File: src/rtl/r2sdf_butterfly_stage.sv
// One R2SDF stage: drives the external DELAY-deep feedback register, emits scaled sums then differences.
// Output is registered with 1 cycle latency; there is no backpressure and every accepted block is consumed in full.
module r2sdf_butterfly_stage #(
    parameter int DELAY = 2,
    parameter int WIDTH = 17,
    parameter int CNT_W = 2
) (
    input  logic                    clk,
    input  logic                    rst,
    input  logic                    in_valid,
    input  logic signed [WIDTH-1:0] in_r,
    input  logic signed [WIDTH-1:0] in_i,
    input  logic signed [WIDTH-1:0] sr_r,
    input  logic signed [WIDTH-1:0] sr_i,
    output logic signed [WIDTH-1:0] fb_r,
    output logic signed [WIDTH-1:0] fb_i,
    output logic                    out_valid,
    output logic signed [WIDTH-1:0] out_r,
    output logic signed [WIDTH-1:0] out_i,
    output logic                    out_sof
);

    typedef enum logic [2:0] {
        IDLE  = 3'd0,
        FILL0 = 3'd1,
        BFLY  = 3'd2,
        FILL  = 3'd3,
        DRAIN = 3'd4
    } state_t;

    localparam logic [CNT_W-1:0] CNT_LAST   = CNT_W'(2*DELAY-1);
    localparam logic [CNT_W-1:0] CNT_HALF   = CNT_W'(DELAY);
    localparam logic [CNT_W-1:0] DRAIN_LAST = CNT_W'(DELAY-1);

    state_t                  st_q, st_d, eff_st;
    logic [CNT_W-1:0]        cnt_q, cnt_d, cnt_inc;
    logic                    out_valid_q, out_valid_d;
    logic                    out_sof_q, out_sof_d;
    logic signed [WIDTH-1:0] out_r_q, out_r_d;
    logic signed [WIDTH-1:0] out_i_q, out_i_d;

    // One extra bit of headroom so the halved result can never wrap.
    logic signed [WIDTH:0]   sum_r, sum_i, dif_r, dif_i;

    always_comb begin
        sum_r = {sr_r[WIDTH-1], sr_r} + {in_r[WIDTH-1], in_r};
        sum_i = {sr_i[WIDTH-1], sr_i} + {in_i[WIDTH-1], in_i};
        dif_r = {sr_r[WIDTH-1], sr_r} - {in_r[WIDTH-1], in_r};
        dif_i = {sr_i[WIDTH-1], sr_i} - {in_i[WIDTH-1], in_i};
    end

    always_comb begin
        // in_valid only matters at a block start: leaving IDLE, or cnt==0 after a BFLY.
        eff_st = st_q;
        if (st_q == IDLE && in_valid) begin
            eff_st = FILL0;
        end
        if (st_q == FILL && cnt_q == '0 && !in_valid) begin
            eff_st = DRAIN;
        end

        cnt_inc     = (cnt_q == CNT_LAST) ? '0 : cnt_q + CNT_W'(1);
        st_d        = eff_st;
        cnt_d       = cnt_inc;
        fb_r        = '0;
        fb_i        = '0;
        out_valid_d = 1'b0;
        out_sof_d   = 1'b0;
        out_r_d     = '0;
        out_i_d     = '0;

        unique case (eff_st)
            IDLE: begin
                cnt_d = '0;
            end
            FILL0: begin
                fb_r = in_r;
                fb_i = in_i;
                if (cnt_inc == CNT_HALF) st_d = BFLY;
            end
            FILL: begin
                fb_r        = in_r;
                fb_i        = in_i;
                out_valid_d = 1'b1;
                out_r_d     = sr_r;
                out_i_d     = sr_i;
                if (cnt_inc == CNT_HALF) st_d = BFLY;
            end
            BFLY: begin
                fb_r        = dif_r[WIDTH:1];
                fb_i        = dif_i[WIDTH:1];
                out_valid_d = 1'b1;
                out_sof_d   = (cnt_q == CNT_HALF);
                out_r_d     = sum_r[WIDTH:1];
                out_i_d     = sum_i[WIDTH:1];
                if (cnt_q == CNT_LAST) st_d = FILL;
            end
            DRAIN: begin
                out_valid_d = 1'b1;
                out_r_d     = sr_r;
                out_i_d     = sr_i;
                if (cnt_q == DRAIN_LAST) begin
                    st_d  = IDLE;
                    cnt_d = '0;
                end
            end
            default: begin
                st_d  = IDLE;
                cnt_d = '0;
            end
        endcase
    end

    always_ff @(posedge clk or negedge rst) begin
        if (!rst) begin
            st_q        <= IDLE;
            cnt_q       <= '0;
            out_valid_q <= 1'b0;
            out_sof_q   <= 1'b0;
            out_r_q     <= '0;
            out_i_q     <= '0;
        end else begin
            st_q        <= st_d;
            cnt_q       <= cnt_d;
            out_valid_q <= out_valid_d;
            out_sof_q   <= out_sof_d;
            out_r_q     <= out_r_d;
            out_i_q     <= out_i_d;
        end
    end

    assign out_valid = out_valid_q;
    assign out_sof   = out_sof_q;
    assign out_r     = out_r_q;
    assign out_i     = out_i_q;

endmodule

File: config.mk
export PLATFORM = sky130hd
export DESIGN_NAME = r2sdf_butterfly_stage
export DESIGN_NICKNAME = d
export VERILOG_FILES = /design/src/rtl/r2sdf_butterfly_stage.sv
export SDC_FILE = /design/constraint.sdc
export NUM_CORES = 1
export LEC_CHECK = 0
export CAP_MARGIN = 20
export CORE_MARGIN = 2
export CORE_UTILIZATION = 51
export CTS_CLUSTER_DIAMETER = 100
export DETAILED_ROUTE_END_ITERATION = 16
export PLACE_DENSITY = 0.83
export SETUP_SLACK_MARGIN = 0.5
export SLEW_MARGIN = 20
export SYNTH_ARGS = -nofsm -noshare
export SYNTH_HDL_FRONTEND = slang
export SYNTH_SLANG_ARGS = --single-unit
File: constraint.sdc
create_clock -name clk -period 4.3 [get_ports clk]
set_input_delay 0.86 -clock clk [delete_from_list [all_inputs] [get_ports clk]]
set_output_delay 0.86 -clock clk [all_outputs]
set_load 0.05 [all_outputs]
---- Word level (Yosys, flattened, before mapping) ----
Index checks and enable logic that the tools add are counted.
storage, ports and cells
  output and inout port bits .............. 70
  register bits after elaboration ......... 41
  input bits .............................. 71
operators by class
  reductions and logical operators ........ 11
  eq/ne operators ......................... 9
  add/sub/neg operators ................... 5
  muxes and demuxes ....................... 15
operators by type and width
  kind                   count
  $pmux W17 S2           4
  $add A17 B17 Y18       2
  $sub A17 B17 Y18       2
  $mux W3                5
  $pmux W3 S4            1
  $eq A3 B2 Y1 const B   3
  $eq A2 B2 Y1 const B   3
  $logic_not A3 Y1       2
  $reduce_or A3 Y1       2
  $mux W2                2
  $pmux W2 S2            1
  $reduce_or A2 Y1       2
  $eq A3 B1 Y1 const B   1
  $eq A3 B3 Y1 const B   1
  $logic_and A1 B1 Y1    3
  $add A2 B1 Y2 const B  1
  $eq A2 B1 Y1 const B   1
  $logic_not A2 Y1       1
  $mux W1                2
  $logic_not A1 Y1       1

---- Longest topological paths before layout ----
Gate-level depths: netlist of run 1.
  depth in word-level cells ............... 7
  depth in mapped cells ................... 10
  gate-level depth less buffers ........... 9

---- Worst setup path after synthesis of run 1 ----
OpenSTA, ideal clock, no wires.
  kind .................................... input to output
  start ................................... input sr_r[0]
  end ..................................... output fb_r[9]
  stages .................................. 7
  data arrival time ....................... 3.354 ns
  path buffers ............................ 0
  data required time ...................... 3.440 ns
  setup slack ............................. 0.086 ns
  path through ............................ nand2b_1 > fa_1 > a21oi_1 > o21ai_1 > a221oi_2 > nor3_1 > o32ai_1
on the way
  word-level cells in the longest chain between the ends .. 2
ends and longest elaborated chain
  item              line  RTL
  start, declared   13    input logic signed [WIDTH-1:0] sr_r,
  $sub A17 B17 Y18  48    dif_r = {sr_r[WIDTH-1], sr_r} - {in_r[WIDTH-1], in_r};
  $pmux W17 S2      72    unique case (eff_st)
  end, declared     15    output logic signed [WIDTH-1:0] fb_r,
No other way between the ends.

---- Worst setup path in the final report of run 1 ----
  start ................................... input sr_i[0]
  end ..................................... output fb_i[15]
on the way
  word-level cells in the longest chain between the ends .. 2
ends and longest elaborated chain
  item              line  RTL
  start, declared   14    input logic signed [WIDTH-1:0] sr_i,
  $sub A17 B17 Y18  49    dif_i = {sr_i[WIDTH-1], sr_i} - {in_i[WIDTH-1], in_i};
  $pmux W17 S2      72
  end, declared     16    output logic signed [WIDTH-1:0] fb_i,
No other way between the ends.

==> key figures, run 1 <==
Status
  • Status: complete, no violations

Floorplan
  • Die area: roughly 11000 sq um
  • Initial Util: a little over half
  • Core ar.: 10200 sq um
  • Die X: 106 microns
  • # IOs: about 140
  • Die Ht: ~110 microns
  • Standard-cell rows: 37

Setup path
  • WS Path Type: input pin to primary output
  • Worst Setup Start Kind: input pin
  • Arrival time worst endpoint: 3.19 ns
  • Crit path max-delay family: compound AO/OA/AOI/OAI gates
  • Critical path's most frequent cell: o211ai_1
  • Buf/Inv on CP: 2
  • Setup crit end kind: primary output
  • Slowest-stage cell, CP: or4_1
  • CP Cell Sequence: buf_6 > nand2b_4 > fa_2 > a211oi_2 > or2_1 > o211ai_1 > o21ai_2 > a21oi_2 > or4_1 > o211ai_1 > clkbuf_16
  • Crit path max fanout: 2
  • Crit path largest cell delay: approximately 0.43 ns
  • Req. time, crit path: about 3.4 ns

Placement
  • I/O Buffers: 140
  • Gpl congestion: about 0.98
  • Post-DP HPWL: roughly 13000 microns
  • DP Worst Slack: -0.0379 ns
  • Post-DP Area: 7440 sq um
  • Inst Count DP: 967

Clocking
  • CTS tree: built
  • Cts hold-fix bufs: 0
  • Clock sink count: 41
  • H-tree depth: 2
  • Clock Latency Late Sink: about 0.31 ns
  • Inserted Clock Buffers: 5
  • Max Root-Sink Buffers: 2
  • Root buffer cell: clkbuf_8
  • Clk slew on worst S/H paths: about 0.08 ns

Global route
  • Vias in the first global route: roughly 6200
  • GRT Overall Usage: between 30% and 40%
  • Gr ovfl total: 0
  • Antenna violations before repair: 1
  • Largest net degree at the start of global routing: between 40 and 50
  • First-pass GRT wire length: 30400 microns

Timing
  • RSZ-0062 raised after global routing: yes
  • Slew headroom: a little over half
  • Final setup vio count: 0
  • Min Tclk post-route: 4.05 ns
  • Final WS setup: 0.250 ns
  • Slew Viols, Final: 0
  • Max Fclk: ~250 MHz
  • Final clock skew: 0.0103 ns
  • Tcrit/Tclk final: between 90% and 100%
  • Fin. Hold Viols: 0
  • Slew @ Worst Pin: 0.701 ns

Routing
  • Routed len/inst: 20.8 microns
  • DR iter-0 viols: 552
  • First-pass iteration count of the detailed router: 12
  • Via density: around 6.3
  • Final wirelength: 21400 microns
  • Total number of vias: 6517
  • DRT antenna net count: 0
  • Residual DRC: 0

Synth
  • Post-synth EDFFs: 0
  • Seq/Total Area, Yosys: 19.2%
  • Ys async rst share: 100%
  • Post-Syn Area: roughly 5300 sq um
  • Net count after synthesis: about 800
  • Avg Cell Area, Syn: roughly 8 sq um
  • Most used flip-flop cell after synthesis: dfrtp_1
  • Yosys cell types: 76
  • Synth Register Bits: 41
  • Yosys Warn Count: 0
  • Post-Syn Instances: around 700

Final layout
  • Ratio of cells with drive above 1 in the final layout: ~34%
  • Nets: between 1000 and 1500
  • Area Growth Syn to Fin: 60.6%
  • Final instance area: 8570 sq um
  • Fin cells: between 1000 and 1500
  • Fill count: approximately 570

Worst hold path
  • Hold WC Path Type: flop to flop

Run
  • Max Cap Viol: 0

Power
  • Leak Pwr: between 3 and 4 nW
  • Peak VDD IR: 0.409 mV
  • Pwr/cell area: 606 nW/um^2
[final cells by class]
| class | count | area, sq um | share of cell area, % |
|---|---|---|---|
| repair buffers | 243 | 2440 | 28.5 |
| clock inverters | 3 | 65.1 | 0.760 |
| inverters | 67 | 267 | 3.11 |
| multi-input cells | 535 | 4530 | 52.8 |
| clock buffers | 5 | 68.8 | 0.803 |
| flip-flops and latches | 41 | 1030 | 12.0 |
| diodes | 1 | 2.50 | 0.0292 |
| well taps | 136 | 170 | 1.99 |
[worst register-to-register path, stage by stage, from the launching register on]
cell      delay (ns)
dfrtp_1         0.45
inv_2           0.08
or3_2           0.72
buf_4           0.41
nor4_1          0.33
a221oi_1        0.14
o211ai_1        0.12
[path summary, 6_finish.rpt]
check                                   startpoint             endpoint  slack [ns]  cells past startpoint
worst min register to register  cnt_q[0]$_DFF_PN0_   cnt_q[0]$_DFF_PN0_        0.52                      1
min in group asynchronous                      rst   out_i[6]$_DFF_PN0_        0.54                      1
max in group asynchronous                      rst  out_r[13]$_DFF_PN0_        3.35                      1
worst max register to register   st_q[1]$_DFF_PN0_  out_r[15]$_DFF_PN0_        1.96                      6
worst max-delay path                       sr_i[0]             fb_i[15]        0.25                     11
worst min-delay path            cnt_q[0]$_DFF_PN0_   cnt_q[0]$_DFF_PN0_        0.52                      1
[stage by stage]
stage / setup TNS (ns) / util [%] / total power [mW] / hold slack, ns
6_report: 0 / 83.7 / 5.19 / 0.522
5_1_grt: 0 / 83.7 / 5.37 / 0.535
4_1_cts: 0 / 80.7 / 5.09 / 0.525
3_5_place_dp: -0.0770 / 72.7 / 4.52 / 0.513
3_3_place_gp: 0 / 72.7 / 4.46 / 0.484
2_1_floorplan: 0 / - / 2.89 / 0.467
[synth_stat cells (6+ instances only)]
library cell  number  share of area [%]
ha_1              68                 16
nand2_1           64                4.5
inv_1             61                4.3
a21oi_1           47                4.4
dfrtp_1           41                 19
nor2_1            41                2.9
xnor2_1           40                6.6
o21ai_0           30                2.8
clkbuf_1          25                1.8
o22ai_1           23                2.7
o21ai_1           19                1.8
nor3_1            14                1.3
a21o_1            12                1.7
o21bai_1          12                1.7
buf_2             11                1.0
o211ai_1          10                1.4
nand2b_1           9                1.1
nand3_1            8               0.75
xor2_1             7                1.1
a31oi_1            6               0.70
inv_2              6               0.42
nor2b_1            6               0.70
nor4_1             6               0.70
o31ai_1            6               0.84
or3_1              6               0.70
[placed cells by master, fill, tap and decap left out, types with 6 or more instances in the layout]
| master | instances |
|---|---|
| buf_4 | 95 |
| nand2_1 | 61 |
| clkdlybuf4s50_1 | 49 |
| ha_1 | 41 |
| dfrtp_1 | 41 |
| inv_1 | 39 |
| nor2_1 | 39 |
| xnor2_1 | 38 |
| a21oi_1 | 36 |
| o21ai_0 | 29 |
| buf_12 | 27 |
| ha_4 | 24 |
| inv_2 | 22 |
| o22ai_1 | 21 |
| dlygate4sd2_1 | 18 |
| buf_6 | 17 |
| o21ai_1 | 14 |
| a21o_1 | 12 |
| nor3_1 | 12 |
| clkbuf_2 | 12 |
| o21bai_1 | 10 |
| o211ai_1 | 10 |
| a21oi_2 | 8 |
| nand2b_1 | 8 |
| buf_2 | 8 |
| clkdlybuf4s15_1 | 8 |
| a21oi_4 | 7 |
| xor2_1 | 7 |
| nand3_1 | 7 |
| o21ai_2 | 6 |
| nor2b_1 | 6 |
| a31oi_1 | 6 |
| inv_4 | 6 |
[metal layers]
metal  routed length (microns)  up-vias  GRT usage, %  part of all wire, %
li1                          -     2861             -                    -
met1                      8180     3049          41.0                   38
met2                     10500      471          56.7                   49
met3                      1510      136          4.48                  7.1
met4                      1250        0          17.8                  5.8
met5                         0        -             0                    0
[kinds of logic after synthesis]
family,count (synthesis),share of synthesized area [%]
adders and majority gates,72,17.5
AOI/OAI and AO/OA,227,29.6
buffers and inverters,105,7.93
xor gates and xnor gates,47,7.72
and+or+nand+nor,186,17.5
DFF,41,19.2
muxes,3,0.563
[sequential cells by signal, summed over array words and instances, names as in the netlist]
signal and flops:
st_q 3, out_valid 1, cnt_q 2, out_r 17, out_sof 1, out_i 17
[where the power goes]
group | internal [mW] | switching, mW | total (mW)
combinational | 1.62 | 2.55 | 4.17
sequential | 0.552 | 0.0731 | 0.625
clock | 0.231 | 0.162 | 0.393
[repair_timing]
action,CTS,global route
endpoints found under the setup margin,26,18
pin swaps,48,55
buffers inserted,34,21
hold endpoints to repair,0,0
gates resized for setup,193,91
No activity file was read; power rests on OpenSTA's default activity.
==> run 2, diff against run 1 <==
--- a/config.mk
+++ b/config.mk
@@ -8,6 +8,7 @@
 export CAP_MARGIN = 20
 export CORE_MARGIN = 2
 export CORE_UTILIZATION = 51
+export CTS_BUF_LIST = sky130_fd_sc_hd__clkbuf_4
 export CTS_CLUSTER_DIAMETER = 100
 export DETAILED_ROUTE_END_ITERATION = 16
 export PLACE_DENSITY = 0.83
==> run 2 against run 1 <==
Compared with the run above:
- register-to-register slack gained 0.22 ns
- first-iteration DRC count is the same
- critical path type unchanged
- critical endpoint is now fb_r[3]
- clock power shrank 14%
- maximum frequency shrank 0.32%
- sequential power is essentially flat
- largest power group unchanged
- sequential share of layout area is essentially flat
==> key figures, run 2 (same netlist as run 1, synthesis figures left out) <==
Clocking
  • Inserted Clock Buffers: 5 (unchanged)
  • H-tree depth: 2 (unchanged)
  • CTS tree: built
  • Clock Latency Late Sink: 0.38 ns (+0.07 ns)
  • Clock sink count: 41 (unchanged)
  • Cts hold-fix bufs: 0 (unchanged)
  • Clk slew on worst S/H paths: 0.15 ns (+0.07 ns)
  • Max Root-Sink Buffers: 2 (unchanged)
  • Root buffer cell: clkbuf_4

Routing
  • DRT antenna net count: 0 (unchanged)
  • Total number of vias: 6535 (+0.28%)
  • Final wirelength: 21400 microns (-0.15%)
  • First-pass iteration count of the detailed router: 5 (-7)
  • DR iter-0 viols: 552 (unchanged)
  • Via density: 6.33 (+0.18%)
  • Residual DRC: 0 (unchanged)
  • Routed len/inst: 20.7 microns (-0.25%)

Final layout
  • Fill count: 573 (-0.17%)
  • Ratio of cells with drive above 1 in the final layout: 33.5% (-0.037 points)
  • Multi-input gate area: 4520 sq um (-0.17%)
  • Area Growth Syn to Fin: 60.1%
  • Nets: 1037 (+0.097%)
  • Sequential cell area: 1030 sq um (unchanged)
  • Commonest non-fill, non-tap cell in the layout: buf_4
  • Most frequent cells in the layout: buf_4 (96), nand2_1 (61), clkdlybuf4s50_1 (49), ha_1 (42), dfrtp_1 (41)

Placement
  • I/O Buffers: 140 (unchanged)
  • Post-DP HPWL: 13400 microns (unchanged)
  • Gpl congestion: 0.975 (unchanged)

Setup path
  • R2r setup slk: 2.18 ns (+0.22 ns)
  • Arrival time worst endpoint: 3.20 ns (about the same)
  • Crit path max-delay family: buffers and inverters
  • CP Depth: 15 (+4)
  • Slowest-stage cell, CP: ha_4
  • Buf/Inv on CP: 10 (+8)
  • Req. time, crit path: 3.44 ns (about the same)
  • Crit path largest cell delay: 0.31 ns (-0.12 ns)
  • WS Path Type: input pin to primary output
  • Crit path max fanout: 3 (+1)
  • Critical path's most frequent cell: buf_4
  • Worst Setup Start Kind: input pin
  • R2R depth: 5 (-1)
  • Setup crit end kind: primary output
  • CP Cell Sequence: dlygate4sd2_1 > ha_4 > a21oi_4 > buf_4 > buf_4 > buf_4 > buf_4 > buf_4 > buf_4 > buf_4 > buf_4 > o21bai_1 > xnor2_1 > o22ai_1 > buf_12

Power
  • Pwr/cell area: 602 nW/um^2 (-0.74%)
  • Peak VDD IR: 0.404 mV (-1.4%)
  • Total power: 5.14 mW (-1.0%)
  • Leak Pwr: 3.78 nW (-0.26%)

Floorplan
  • Die area: 11300 sq um (unchanged)
  • # IOs: 141 (unchanged)
  • Initial Util: 52.1% (unchanged)
  • Die X: 106 microns (unchanged)
  • Standard-cell rows: 37 (unchanged)
  • Core ar.: 10200 sq um (unchanged)
  • Die Ht: 106 microns (unchanged)

Timing
  • Final clock skew: 0.0191 ns (+0.00883 ns)
  • Slew headroom: 54.1% (+0.90 points)
  • Min Tclk post-route: 4.06 ns (+0.0130 ns)
  • Final setup vio count: 0 (unchanged)
  • Setup Total Neg Slack: 0 ns (unchanged)
  • RSZ-0062 raised after global routing: yes
  • Max Fclk: 246 MHz (-0.32%)
  • Slew Viols, Final: 0 (unchanged)
  • Tcrit/Tclk final: 94.5% (+0.30 points)
  • Fin. Hold Viols: 0 (unchanged)
  • Slew @ Worst Pin: 0.688 ns (-0.0135 ns)

Global route
  • GRT Overall Usage: 33.3% (-0.074 points)
  • Largest net degree at the start of global routing: 45 (unchanged)
  • Antenna violations before repair: 1 (unchanged)
  • Vias in the first global route: 6205 (+0.27%)
  • First-pass GRT wire length: 30400 microns (-0.14%)
  • Gr ovfl total: 0 (unchanged)

Worst hold path
  • Hold WC Path Type: input pin to async pin

Run
  • Max Cap Viol: 0 (unchanged)

Status
  • Status: complete, no violations
-- run 2: layout make-up --
type | instances | area share [%]
Antenna cell | 1 | 0.0293
Clock buffer | 5 | 0.440
Clock inverter | 3 | 0.762
Inverter | 67 | 3.15
Multi-Input combinational cell | 535 | 52.9
Sequential cell | 41 | 12.0
Tap cell | 136 | 1.99
Timing Repair Buffer | 244 | 28.7
-- run 2: path summary, 6_finish.rpt --
kind / from / end
setup / recovery: sr_r[2] / fb_r[3]
hold / removal: rst / out_i[6]$_DFF_PN0_
setup reg to reg: st_q[1]$_DFF_PN0_ / out_i[12]$_DFF_PN0_
hold reg to reg: cnt_q[0]$_DFF_PN0_ / cnt_q[0]$_DFF_PN0_
max in group asynchronous: rst / out_r[13]$_DFF_PN0_
min in group clk: cnt_q[0]$_DFF_PN0_ / cnt_q[0]$_DFF_PN0_
-- run 2: what timing repair did --
item / 4_1_cts / 5_1_grt
resized for setup: 191 / 95
hold endpoints to repair: 0 / 0
setup buffers: 33 / 23
endpoints found under the setup margin: 26 / 18
pin swaps: 46 / 55
-- run 2: metrics by stage --
stage / cell area, sq um / setup WS, ns / util [%] / instances / hold WS [ns]
4_1_cts: 8220 / 0.192 / 80.3 / 1008 / 0.531
5_1_grt: 8540 / 0.189 / 83.5 / 1032 / 0.485
3_5_place_dp: 7440 / -0.0379 / 72.7 / 967 / 0.513
6_report: 8540 / 0.237 / 83.5 / 1032 / 0.457
2_1_floorplan: 5370 / 0.483 / - / 681 / 0.467
3_3_place_gp: 7440 / 0.0440 / 72.7 / 967 / 0.484
-- run 2: where the power goes --
group          switching, mW  leakage, nW  internal (mW)  total [mW]
Combinational           2.55         3.20           1.63        4.17
Clock                  0.159       0.0552          0.180       0.339
Sequential            0.0736        0.519          0.551       0.624
Total                   2.78         3.78           2.36        5.14
-- run 2: metal layers --
metal | wire length, microns | GRT usage, % | vias up
met5 | 0 | 0 | -
met4 | 1210 | 18.0 | 0
met3 | 1560 | 4.41 | 127
met2 | 10400 | 56.2 | 448
met1 | 8230 | 41.1 | 3093
li1 | - | - | 2867
